===== config.mk =====
export PLATFORM = sky130hd
export DESIGN_NAME = spec_tag_alloc
export DESIGN_NICKNAME = d
export VERILOG_FILES = /design/src/rtl/spec_pkg.sv /design/src/rtl/spec_oldest_finder.sv /design/src/rtl/spec_tag_alloc.sv
export SDC_FILE = /design/constraint.sdc
export NUM_CORES = 1
export LEC_CHECK = 0
export ABC_AREA = 1
export ABC_CLOCK_PERIOD_IN_PS = 14500
export CORE_UTILIZATION = 51
export CTS_BUF_LIST = sky130_fd_sc_hd__clkbuf_4 sky130_fd_sc_hd__clkbuf_8 sky130_fd_sc_hd__clkbuf_16
export DETAILED_ROUTE_END_ITERATION = 10
export GPL_ROUTABILITY_DRIVEN = 0
export GPL_TIMING_DRIVEN = 0
export PLACE_DENSITY = 0.71
export REMOVE_ABC_BUFFERS = 1
export SETUP_SLACK_MARGIN = 0.05
export SYNTH_ARGS = -nofsm -noshare
export SYNTH_HDL_FRONTEND = slang
export SYNTH_SLANG_ARGS = --single-unit

===== constraint.sdc =====
create_clock -name clk -period 14.5 [get_ports clk]
set_clock_uncertainty 0.05 [all_clocks]
set_input_delay 1.45 -clock clk [delete_from_list [all_inputs] [get_ports clk]]
set_output_delay 1.45 -clock clk [all_outputs]
set_load 0.02 [all_outputs]

===== src/rtl/spec_pkg.sv =====
// spec_pkg: shared speculation-ID types, sizes and squash-mask helper
package spec_pkg;
  localparam int SPEC_ID_W = 5;
  localparam int SPEC_NUM_IDS = 32;
  typedef logic [SPEC_ID_W-1:0] spec_id_t;
  function automatic logic [SPEC_NUM_IDS-1:0] spec_onehot(input spec_id_t id);
    return {{(SPEC_NUM_IDS-1){1'b0}}, 1'b1} << id;
  endfunction
  function automatic logic [SPEC_NUM_IDS-1:0] spec_squash_mask(input spec_id_t id);
    return {SPEC_NUM_IDS{1'b1}} << id;
  endfunction
endpackage


===== src/rtl/spec_oldest_finder.sv =====
// spec_oldest_finder: lowest-set-bit priority encoder over the live bitmap
// vec in: bitmap; valid out: any bit set; idx out: index of lowest set bit
module spec_oldest_finder
  import spec_pkg::*;
(
  input  logic [SPEC_NUM_IDS-1:0] vec,
  output logic                    valid,
  output spec_id_t                idx
);
  always_comb begin
    idx = '0;
    for (int i = SPEC_NUM_IDS - 1; i >= 0; i--) idx = vec[i] ? spec_id_t'(i) : idx;
    valid = |vec;
  end
endmodule


===== src/rtl/spec_tag_alloc.sv =====
// spec_tag_alloc: monotonically increasing speculation-tag allocator with squash broadcast
// clk/rst (async, active-low); br_valid/br_ready/br_tag: tag request handshake;
// res_valid/res_id/res_mispredict: resolutions; new_spec_valid/new_spec_id: registered grant;
// invalid/miss_id: registered squash pulse; count: outstanding tags.
// SPEC_ALLOC_OLDEST_EN adds registered oldest_valid/oldest_id (lowest live ID).
module spec_tag_alloc
  import spec_pkg::*;
#(
  parameter int DEPTH = 8
) (
  input  logic     clk,
  input  logic     rst,
  input  logic     br_valid,
  output logic     br_ready,
  output spec_id_t br_tag,
  input  logic     res_valid,
  input  spec_id_t res_id,
  input  logic     res_mispredict,
  output logic     new_spec_valid,
  output spec_id_t new_spec_id,
  output logic     invalid,
  output spec_id_t miss_id,
  output logic [5:0] count
`ifdef SPEC_ALLOC_OLDEST_EN
  ,
  output logic     oldest_valid,
  output spec_id_t oldest_id
`endif
);
  localparam logic [SPEC_ID_W:0] EXHAUSTED = (SPEC_ID_W + 1)'(SPEC_NUM_IDS);
  logic [SPEC_NUM_IDS-1:0] live, live_n;
  logic [SPEC_ID_W:0] next_id, next_id_n;
  logic [5:0] count_n;
  logic acc, res_live, good, squash, drained;
  assign br_ready = (int'(count) < DEPTH) && (next_id != EXHAUSTED) && !invalid;
  assign br_tag = next_id[SPEC_ID_W-1:0];
  always_comb begin
    acc = br_valid && br_ready;
    res_live = live[res_id];
    good = res_valid && !res_mispredict && res_live;
    squash = res_valid && res_mispredict && res_live;
    // IDs restart only once every outstanding tag has drained, so unsigned compares stay valid
    drained = (next_id == EXHAUSTED) && (count == '0);
    // a same-cycle accepted tag is always >= res_id, so the squash mask removes it too
    live_n = (live | (acc ? spec_onehot(br_tag) : '0))
           & ~(good ? spec_onehot(res_id) : '0)
           & ~(squash ? spec_squash_mask(res_id) : '0);
    next_id_n = squash ? {1'b0, res_id} : drained ? '0 : acc ? next_id + 1'b1 : next_id;
    count_n = 6'($countones(live_n));
  end
  always_ff @(posedge clk or negedge rst) begin
    if (!rst) begin
      live <= '0;
      next_id <= '0;
      count <= '0;
      new_spec_valid <= 1'b0;
      new_spec_id <= '0;
      invalid <= 1'b0;
      miss_id <= '0;
    end else begin
      live <= live_n;
      next_id <= next_id_n;
      count <= count_n;
      new_spec_valid <= acc;
      new_spec_id <= br_tag;
      invalid <= squash;
      miss_id <= squash ? res_id : miss_id;
    end
  end
`ifdef SPEC_ALLOC_OLDEST_EN
  logic old_v;
  spec_id_t old_i;
  spec_oldest_finder u_finder (
    .vec  (live_n),
    .valid(old_v),
    .idx  (old_i)
  );
  always_ff @(posedge clk or negedge rst) begin
    if (!rst) begin
      oldest_valid <= 1'b0;
      oldest_id <= '0;
    end else begin
      oldest_valid <= old_v;
      oldest_id <= old_i;
    end
  end
`endif
endmodule

# == After elaboration in Yosys (flattened, before gate mapping) ==
# Cells that the tools add are included.
# W data, S select, Z words.
# totals
ff_bits,56
inputBits,10
out_inout_bits,24
elab_cells,71
# classes
addsub,32
n_lt_le_gt_ge,2
n_eq_ne,2
shift,3
n_mux,8
n_bitwise,5
reduce_logical,12
# ops
operator,n
$mux W32,3
$and A32 B32 Y32,2
$not A32 Y32,2
$shl A1 B5 Y32 const A,2
$add A1 B1 Y2,16
$or A32 B32 Y32,1
$shl A32 B5 Y32 const A,1
$add A2 B2 Y3,8
$mux W6,3
$add A3 B3 Y4,4
$add A4 B4 Y5,2
$logic_and A1 B1 Y1,8
$add A5 B5 Y6,1
$add A6 B1 Y6 const B,1
$eq A6 B6 Y1 const B,1
$logic_not A6 Y1,1
$lt A5 B6 Y1 const B,1
$lt A6 B4 Y1 const B,1
$ne A6 B6 Y1 const B,1
$bmux W1 S5,1
$reduce_bool A3 Y1,1
$logic_not A1 Y1,2
$mux W1,1

# == Depth between registers and ports, before layout ==
# Gate-level depths: netlist of run 1.
# logic_depth
ltp_word,13
mapped_depth,31
mapped_depth_nobuf,28

# == Least setup slack after synthesis of run 1 ==
# No wires, ideal clock.
# synth_path
kind,input to register
from,input res_id[0]
to,register count[5]
setup_ns,0.119
t_arrival_ns,6.700
required_ns,14.331
setup_slack_ns,7.632
cell_stages,29
n_path_buf,3
cell_sequence,buf_6 buf_6 o21ai_0 nand2_1 nand2_1 nand2_1 nand2_1 nor2_1 nand2_2 nand3_4 nor2_8 buf_8 a21oi_2 fa_1 inv_1 fa_1 inv_1 fa_1 fa_1 fa_1 inv_1 fa_1 inv_1 ha_1 nand2_1 nor2_1 a211oi_1 nor2_1 o21a_1
# synth_via
elab_chain_len,12
elab_cells_between_ends,43
classes_between,add/sub (31); shift (2); mux (4); bitwise (4); reduce/logical (2)
# synth_rtl
element,line_no,source
start: declaration,spec_tag_alloc.sv:17,"input spec_id_t res_id,"
$bmux W1 S5,spec_tag_alloc.sv:39,res_live = live[res_id];
$mux W1 (not written as such),spec_tag_alloc.sv:39,
$logic_and A1 B1 Y1,spec_tag_alloc.sv:40,good = res_valid && !res_mispredict && res_live;
$mux W32,spec_tag_alloc.sv:46,& ~(good ? spec_onehot(res_id) : '0)
$not A32 Y32,spec_tag_alloc.sv:46,
$and A32 B32 Y32,spec_tag_alloc.sv:46,
$and A32 B32 Y32 (*),spec_tag_alloc.sv:47,& ~(squash ? spec_squash_mask(res_id) : '0);
net live_n[9],spec_tag_alloc.sv:31,"logic [SPEC_NUM_IDS-1:0] live, live_n;"
$add A1 B1 Y2 (not written as such) (*),spec_tag_alloc.sv:49,count_n = 6'($countones(live_n));
$add A2 B2 Y3 (not written as such) (*),spec_tag_alloc.sv:49,
$add A3 B3 Y4 (not written as such) (*),spec_tag_alloc.sv:49,
$add A4 B4 Y5 (not written as such) (*),spec_tag_alloc.sv:49,
$add A5 B5 Y6 (not written as such) (*),spec_tag_alloc.sv:49,
net count_n[5],spec_tag_alloc.sv:33,logic [5:0] count_n;
end signal: assignment,spec_tag_alloc.sv:63,count <= count_n;
end: declaration,spec_tag_alloc.sv:23,output logic [5:0] count
# Mark *: on every way through the listed nets, which the timed path passes. The rest lies on a longest branch. The select of a mux whose other input is x is not followed.
# A chain may end at the register's enable or synchronous reset.

# == Final worst setup path of run 1 ==
# layout_path
from,input res_id[4]
to,register count[5]
# The elaborated chain is that of the path after synthesis.

==> results of run 1 <==
==> cells in the final DEF (no fill, tap or decap), drive strengths merged, types with 4 or more instances in the layout <==
master           n
a21oi           24
clkbuf           6
clkdlybuf4s50   32
dfrtp           56
fa              24
ha              13
inv             93
nand2          162
nand3           35
nand4           36
nor2            87
nor3             4
o21ai           17
o21bai           8
o31ai           16
==> worst register-to-register path: stages (launching register included) <==
cell      delay [ps]
dfrtp_1          360
nand2_1           60
nand2_1          110
nand2_1           50
nand2_1          100
nand2_1           60
nand2_1          120
nor2_1            60
nand2_2          500
nand3_4          510
nor2_8           500
a21oi_1          200
fa_1             630
inv_1             70
fa_1             350
inv_1             80
fa_1             450
fa_1             530
fa_1             550
inv_1             50
fa_1             620
inv_1             60
ha_1             280
nand2_1           70
nor2_1            40
a211oi_1         330
nor2_1            80
o21a_1           180
==> state kept, by name, summed over array words and instances, names as in the netlist <==
name / cells
new_spec_id: 5
miss_id: 5
live: 32
invalid: 1
next_id: 6
count: 6
new_spec_valid: 1
==> worst paths after layout <==
path / to / slack [ps]
worst min-delay path: miss_id[1] / 440
min in group asynchronous: new_spec_id[2] / 1000
worst max-delay path: count[5] / 4880
worst max register to register: count[5] / 7380
worst min register to register: miss_id[1] / 440
max in group asynchronous: live[13] / 12830
==> cells by family (layout without fill, tap and decap cells) <==
logic type / count (synthesis) / count (layout) / share of synthesized area
and+or+nand+nor: 325 / 325 / 0.3192
DFF: 56 / 56 / 0.3056
adders and majority gates: 37 / 37 / 0.1402
xor gates and xnor gates: 5 / 5 / 0.009552
AOI/OAI and AO/OA: 70 / 70 / 0.09932
buffers and inverters: 126 / 136 / 0.1261
==> final cells by class <==
cell class              instances  area [µm²]  area share
clock inverters                 2       16.27    0.003276
multi-input cells             437        2609      0.5255
inverters                      93       354.1     0.07132
well taps                     108       135.1     0.02722
clock buffers                   6       76.32     0.01537
flip-flops and latches         56        1401      0.2823
repair buffers                 35       372.9     0.07510
==> routing by layer <==
metal  vias to the layer above  GRT usage  wire (µm)
met4                         0     0.1470        464
met5                         -          0          0
met1                      1970     0.3898       5372
met3                        47    0.06358       1369
li1                       1976          -          -
met2                       281     0.4469       5883
==> per-stage QoR <==
stage	setup slack (ps)	hold slack [ps]	cells
4_1_cts	5100	441.7	737
3_3_place_gp	4801	406.3	727
2_1_floorplan	7287	495.0	586
5_1_grt	4583	459.8	737
3_5_place_dp	4777	415.2	729
6_report	4881	436.7	737
==> results.py, run 1 <==
metrics = {
    "run_status": {
        "status": "complete, no violations",
    },
    "placement": {
        "port_buffers": 33,
        "dp_hpwl_um": 9125,
        "placed_area_um2": 4872,
    },
    "drt": {
        "vias": 4274,
        "drt_pass1_iterations": 5,
        "ant_nets": 0,
        "drt_iter0_drc": 296,
        "wl_per_cell_um": 17.76,
        "drc": 0,
        "viasPerCell": 5.799,
        "routed_wirelength_um": 13090,
    },
    "worst_setup_path": {
        "startpoint_type": "input pin",
        "critical_path_class": "input pin to flop",
        "cpMostUsedCell": "fa_1",
        "crit_family": "adder cells",
        "slowest_stage": "clkdlybuf4s50_1",
        "crit_buf_inv": 6,
        "crit_chain": "clkdlybuf4s50_1 > inv_1 > a21oi_1 > nand2_2 > nand3_4 > nor2_8 > a21oi_1 > fa_1 > inv_1 > fa_1 > inv_1 > fa_1 > fa_1 > fa_1 > inv_1 > fa_1 > inv_1 > ha_1 > nand2_1 > nor2_1 > a211oi_1 > nor2_1 > o21a_1",
        "worst-path-stages": 23,
        "critPathLaunch": "res_id[4]",
        "max_stage_delay_ps": 1120,
        "rr_startpoint": "live[11]",
        "arrival_ps": 9790,
        "r2r_cells": 27,
        "path_max_fanout": 31,
        "end_kind": "flop",
        "crit_required_ps": 14670,
    },
    "floorplanning": {
        "die_area_um2": 9375,
        "die_h_um": 96.83,
        "rows": 34,
        "start_util": 0.5258,
        "num_io_pins": 34,
        "core_um2": 8721,
        "die_w_um": 96.83,
    },
    "timing": {
        "post-route-min-period_ps": 9619,
        "max_clock_freq_ghz": 0.1040,
        "setup_tns_ps": 0,
        "final_hold_viol_count": 0,
        "period_share": 0.6634,
        "finalMaxSlewViolations": 0,
        "tightest_slew_ps": 1356,
        "setup_viol": 0,
        "slew_headroom": 0.09292,
        "rsz0062_at_grt": "false",
    },
    "synthesis": {
        "synth_top_area_cell": "dfrtp_1",
        "yosys_warnings": 0,
        "yosysSeqAreaShare": 0.3056,
        "ys_async_sr_fraction": 1.000,
        "postSynthAreaPerCell_um2": 7.408,
        "ys_ff_latch": 56,
        "synth_edf_count": 0,
        "synthesis.area_um2": 4586,
        "synth-main-ff-cell": "dfrtp_1",
        "synthTopCellsByArea": "dfrtp_1 (31%), nand2_1 (13%), fa_1 (10%)",
        "synth.most_common_cell": "nand2_1",
        "yosys.area.top_type_share": 0.3056,
        "synthTopCellsByCount": "nand2_1 (157), inv_1 (85), nor2_1 (74)",
        "ys_types": 37,
        "syn_inst": 619,
    },
    "clock_tree": {
        "clkSinkCount": 56,
        "clock_latency_ps": 330,
        "cts_hold_buf": 0,
        "cts-root-buf": "clkbuf_8",
        "clk_pin_slew_ps": 100,
        "cts_max_level": 2,
        "cts-resized-gates": 0,
        "cts_made_buffers": 5,
        "post_cts_buffers": 0,
        "clockBufferDepth": 2,
        "cts_tree": "yes",
    },
    "global_route": {
        "antenna_found_initial": 0,
        "grt_usage": 0.2917,
        "grt_pass1_vias": 4292,
        "grt_pass1_wl_um": 21450,
        "grt_max_degree": 40,
        "grt_overflow": 0,
    },
    "hold_path": {
        "min_path_cells": 2,
        "min_from": "miss_id[1]",
        "hp-class": "flop to flop",
    },
    "cells_and_area": {
        "stdcell_area_um2": 4965,
        "area_delta_synth_final_pct": 8.267,
        "drive_gt1_frac": 0.08108,
        "num_antenna_cells": 0,
        "fin_util": 0.5693,
        "finalNetCount": 675,
        "nFillCells": 839,
    },
    "job": {
        "cap_violations": 0,
    },
}
Power of run 1 is not shown: default switching activity piles up to over one toggle a cycle in this logic, so the estimate is an artifact.
==> run 2, diff against run 1 <==
- ABC_CLOCK_PERIOD_IN_PS: 14500 -> 8500
- PLACE_DENSITY: 0.71 -> 0.74
- clock period: 14.5 -> 8.5 ns (I/O delays scaled with it)
==> run 2 against run 1 <==
Against the previous run:
- first-iteration DRC count rose by 44%
- critical path depth is 3 higher
- worst hold slack lost 2.1 ps
- critical endpoint unchanged
==> results.py, run 2 (synthesized netlist as in run 1, its figures left out) <==
metrics = {
    "worst_setup_path": {
        "end_kind": "flop",
        "rrSetupSlack_ps": 1540,
        "startpoint_type": "input pin",
        "r2r-end": "count[5]",
        "critPathLaunch": "res_id[2]",
        "path_max_fanout": 31,
        "rr_startpoint": "live[30]",
        "cp-endpoint": "count[5]",
        "arrival_ps": 8220,
        "critical_path_class": "input pin to flop",
        "crit_required_ps": 8670,
        "r2r_cells": 27,
    },
    "cells_and_area": {
        "drive_gt1_frac": 0.08744,
        "seqCellArea_um2": 1401,
        "reg_top3": "live x32, count x6, next_id x6",
        "area_delta_synth_final_pct": 8.431,
        "regMostFlops": "live",
        "layout_commonest_cell": "nand2_1",
        "largest_register_ffs": 32,
        "layout_common_cells": "nand2_1 (157), inv_1 (84), nor2_1 (73)",
        "multi_input_area_um2": 2614,
        "num_antenna_cells": 0,
        "nFillCells": 843,
        "finalNetCount": 675,
    },
    "run_status": {
        "status": "complete, no violations",
    },
    "drt": {
        "drt_iter0_drc": 425,
        "wl_met1_um": 5226,
        "vias": 4314,
        "wl_per_cell_um": 17.59,
        "top_layer": "met4",
        "wl_met2_um": 5697,
        "routed_wirelength_um": 12970,
        "ant_nets": 0,
        "drt_pass1_iterations": 5,
        "drc": 0,
        "dr_wl_met3_um": 1500,
        "viasPerCell": 5.853,
    },
    "timing": {
        "setup_tns_ps": 0,
        "max_clock_freq_ghz": 0.1241,
        "setup_viol": 0,
        "finalMaxSlewViolations": 0,
        "final_hold_viol_count": 0,
        "slew_headroom": 0.3924,
        "tightest_slew_ps": 911.4,
        "rsz0062_at_grt": "false",
        "period_share": 0.9480,
        "setup_ws_ps": 442.0,
        "post-route-min-period_ps": 8058,
    },
    "clock_tree": {
        "cts-root-buf": "clkbuf_8",
        "cts_hold_buf": 0,
        "cts_tree": "yes",
        "cts_made_buffers": 5,
        "clkSinkCount": 56,
        "clk_pin_slew_ps": 110,
        "clockBufferDepth": 2,
        "clock_latency_ps": 310,
        "cts_max_level": 2,
    },
    "job": {
        "cap_violations": 0,
    },
    "floorplanning": {
        "rows": 34,
        "die_w_um": 96.83,
        "die_area_um2": 9375,
        "die_h_um": 96.83,
        "num_io_pins": 34,
        "core_um2": 8721,
        "start_util": 0.5258,
    },
    "global_route": {
        "grt_pass1_vias": 4252,
        "grt_pass1_wl_um": 21510,
        "grt_overflow": 0,
        "grt_usage": 0.2915,
        "grt_max_degree": 33,
        "antenna_found_initial": 0,
    },
    "hold_path": {
        "hp-class": "flop to flop",
        "min_from": "miss_id[4]",
    },
    "placement": {
        "dp_hpwl_um": 8964,
        "dp_slack_ps": -671.6,
        "port_buffers": 33,
    },
}
## run 2: changes by cell type in the layout (fill, tap and decap cells not counted), sizes merged
cell | previous run | this run
clkdlybuf4s50 | 32 | 29
clkbuf | 6 | 8
clkdlybuf4s15 | 0 | 1
clkinv | 1 | 0
inv | 93 | 94
## run 2: layer usage
| metal | global-route usage | vias to the layer above |
|---|---|---|
| met5 | 0 | - |
| met1 | 0.4059 | 1993 |
| met4 | 0.1263 | 0 |
| met3 | 0.05636 | 61 |
| li1 | - | 1973 |
| met2 | 0.4437 | 287 |
## run 2: through the flow
stage,std cells,hold WS (ps),util,instance area (µm²)
after global routing,737,471.2,0.5702,4972
after CTS,737,440.5,0.5704,4975
after floorplan,586,495.0,-,4362
final,737,434.7,0.5702,4972
after global placement,727,404.4,0.5535,4827
after detailed placement,729,412.3,0.5587,4872
## run 2: worst max-delay path, stage by stage
cell and delay, ps:
clkdlybuf4s50_1 730, nand2_1 280, inv_1 210, nand2_1 90, nand2_1 60, nor2_1 40, nand2_2 480, nand3_4 460
nor2_8 500, a21oi_1 190, fa_1 620, inv_1 70, fa_1 350, inv_1 80, fa_1 460, fa_1 520
fa_1 540, inv_1 50, fa_1 610, inv_1 60, ha_1 290, nand2_1 70, nor2_1 40, a211oi_1 300
nor2_1 80, o21a_1 170
## run 2: cell type report
class | instances | share of cell area
well taps | 108 | 0.02718
repair buffers | 35 | 0.07323
inverters | 93 | 0.07197
clock buffers | 6 | 0.01661
clock inverters | 2 | 0.003523
multi-input cells | 437 | 0.5257
flip-flops and latches | 56 | 0.2818
## run 2: worst min-delay path by stage
stage / depth (start not counted) / slack (ps) / endpoint
global route: 2 / 470 / miss_id[0]
CTS: 2 / 440 / miss_id[4]
floorplan: 2 / 490 / next_id[5]
global placement: 2 / 400 / miss_id[4]
finish: 2 / 430 / miss_id[4]
detailed placement: 2 / 410 / miss_id[4]
## run 2: repair_timing
action                     CTS  global route
setup endpoints to repair    5             5
setup buffers                0             0
gates resized for setup      6             5
pin swaps                    0             1
Power of run 2 is left out for the same reason.
==> run 3, diff against run 2 <==
- ABC_CLOCK_PERIOD_IN_PS: 8500 -> 8200
- PLACE_DENSITY: 0.74 -> 0.71
- SLEW_MARGIN: not set -> 40
- clock period: 8.5 -> 8.2 ns (I/O delays scaled with it)
==> run 3 against run 2 <==
Against the previous run:
- global-route usage is 0.18 points lower
- via count about the same
- die area did not move
- cell count is 0.54% higher
- sequential cell count unchanged
- register-to-register slack improved by 40 ps
- core utilization up 0.30 points
- first-iteration DRC count decreased by 12%
- setup slack got worse by 5.0 ps
- critical path type unchanged
- largest cell class unchanged
==> results.py, run 3 (synthesized netlist as in run 1, its figures left out) <==
metrics = {
    "cells_and_area": {
        "fin_util": 0.5732,
        "drive_gt1_frac": 0.09321,
        "stdcell_count": 741,
        "regMostFlops": "live",
        "layout_commonest_cell": "nand2_1",
        "largest_register_ffs": 32,
        "finalNetCount": 679,
        "area_delta_synth_final_pct": 9.004,
        "reg_top3": "live x32, count x6, next_id x6",
        "nFillCells": 833,
        "layout_common_cells": "nand2_1 (157), inv_1 (85), nor2_1 (73)",
        "num_antenna_cells": 0,
    },
    "timing": {
        "period_share": 0.9467,
        "setup_viol": 0,
        "tightest_slew_ps": 752.1,
        "post-route-min-period_ps": 7763,
        "finalMaxSlewViolations": 0,
        "slew_headroom": 0.4980,
        "rsz0062_at_grt": "false",
        "fin_hold_ws_ps": 291.2,
        "setup_ws_ps": 437.0,
        "max_clock_freq_ghz": 0.1288,
        "final_hold_viol_count": 0,
    },
    "global_route": {
        "grt_usage": 0.2897,
        "grt_overflow": 0,
        "grt_max_degree": 41,
        "antenna_found_initial": 0,
        "grt_pass1_wl_um": 21430,
        "grt_pass1_vias": 4212,
    },
    "floorplanning": {
        "rows": 34,
        "start_util": 0.5258,
        "die_h_um": 96.83,
        "core_um2": 8721,
        "num_io_pins": 34,
        "die_area_um2": 9375,
        "die_w_um": 96.83,
    },
    "worst_setup_path": {
        "critical_path_class": "input pin to flop",
        "crit_required_ps": 8380,
        "startpoint_type": "input pin",
        "path_max_fanout": 31,
        "arrival_ps": 7940,
        "r2r_cells": 27,
        "end_kind": "flop",
    },
    "run_status": {
        "status": "complete, no violations",
    },
    "placement": {
        "dp_cells": 729,
        "dp_slack_ps": -250.9,
        "port_buffers": 33,
        "dp_hpwl_um": 9168,
    },
    "clock_tree": {
        "cts_tree": "yes",
        "cts_made_buffers": 5,
        "cts_max_level": 2,
        "clkSinkCount": 56,
        "clock_latency_ps": 330,
        "clockBufferDepth": 2,
        "cts-root-buf": "clkbuf_8",
        "clk_pin_slew_ps": 110,
    },
    "hold_path": {
        "hp-class": "input pin to asynchronous set/reset pin",
    },
    "drt": {
        "drc": 0,
        "wl_per_cell_um": 17.59,
        "routed_wirelength_um": 13030,
        "vias": 4316,
        "viasPerCell": 5.825,
        "ant_nets": 0,
        "drt_iter0_drc": 372,
        "drt_pass1_iterations": 5,
    },
    "job": {
        "cap_violations": 0,
    },
}
==> run 3: changes by cell type in the layout (fill, tap and decap cells not counted), sizes merged <==
cell and change:
clkinv +1, clkbuf -2, clkdlybuf4s15 -1, buf +7, inv -1
==> run 3: metrics by stage <==
step                cell area, µm²  setup TNS [ps]
finish                        4999               0
global route                  4999               0
CTS                           4957               0
detailed placement            4865          -515.0
global placement              4827           -3676
floorplan                     4362               0
==> run 3: cell type report <==
| cell class | instances | area, µm² | share of cell area |
|---|---|---|---|
| clock buffers | 6 | 76.32 | 0.01527 |
| clock inverters | 2 | 16.27 | 0.003254 |
| inverters | 93 | 354.1 | 0.07084 |
| multi-input cells | 437 | 2624 | 0.5249 |
| flip-flops and latches | 56 | 1403 | 0.2806 |
| well taps | 108 | 135.1 | 0.02703 |
| repair buffers | 39 | 390.4 | 0.07810 |
==> run 3: critical path: stages <==
cell,delay (ps)
clkdlybuf4s50_1,740
inv_1,250
nor2_2,280
nand2_1,90
nand2_1,110
nor2_1,70
nand2_4,310
nand3_4,430
nor2_8,330
a21oi_1,150
fa_1,620
inv_1,70
fa_1,360
inv_1,80
fa_1,450
fa_1,520
fa_1,540
inv_1,50
fa_1,610
inv_1,60
ha_1,280
nand2_1,70
nor2_1,40
a211oi_1,320
nor2_1,80
o21a_1,180
==> run 3: per-layer routing <==
layer | track usage | routed length (µm)
met5 | 0 | 0
met4 | 0.1148 | 366
met3 | 0.03902 | 1289
met2 | 0.4605 | 5986
met1 | 0.4013 | 5389
==> run 3: worst paths after layout <==
kind / from / to / slack [ps]
worst max register to register: next_id[0] / count[5] / 1580
max in group asynchronous: rst / live[13] / 7300
worst min-delay path: rst / new_spec_id[2] / 290
worst min register to register: miss_id[2] / miss_id[2] / 440
min in group clk: miss_id[2] / miss_id[2] / 440
worst max-delay path: res_id[3] / count[5] / 440
==> run 3: what timing repair did <==
item / in CTS / in global routing
buffers inserted: 0 / 4
hold buffers: 0 / 0
setup endpoints to repair: 0 / 4
resized for setup: 0 / 2
Power of run 3 is left out for the same reason.
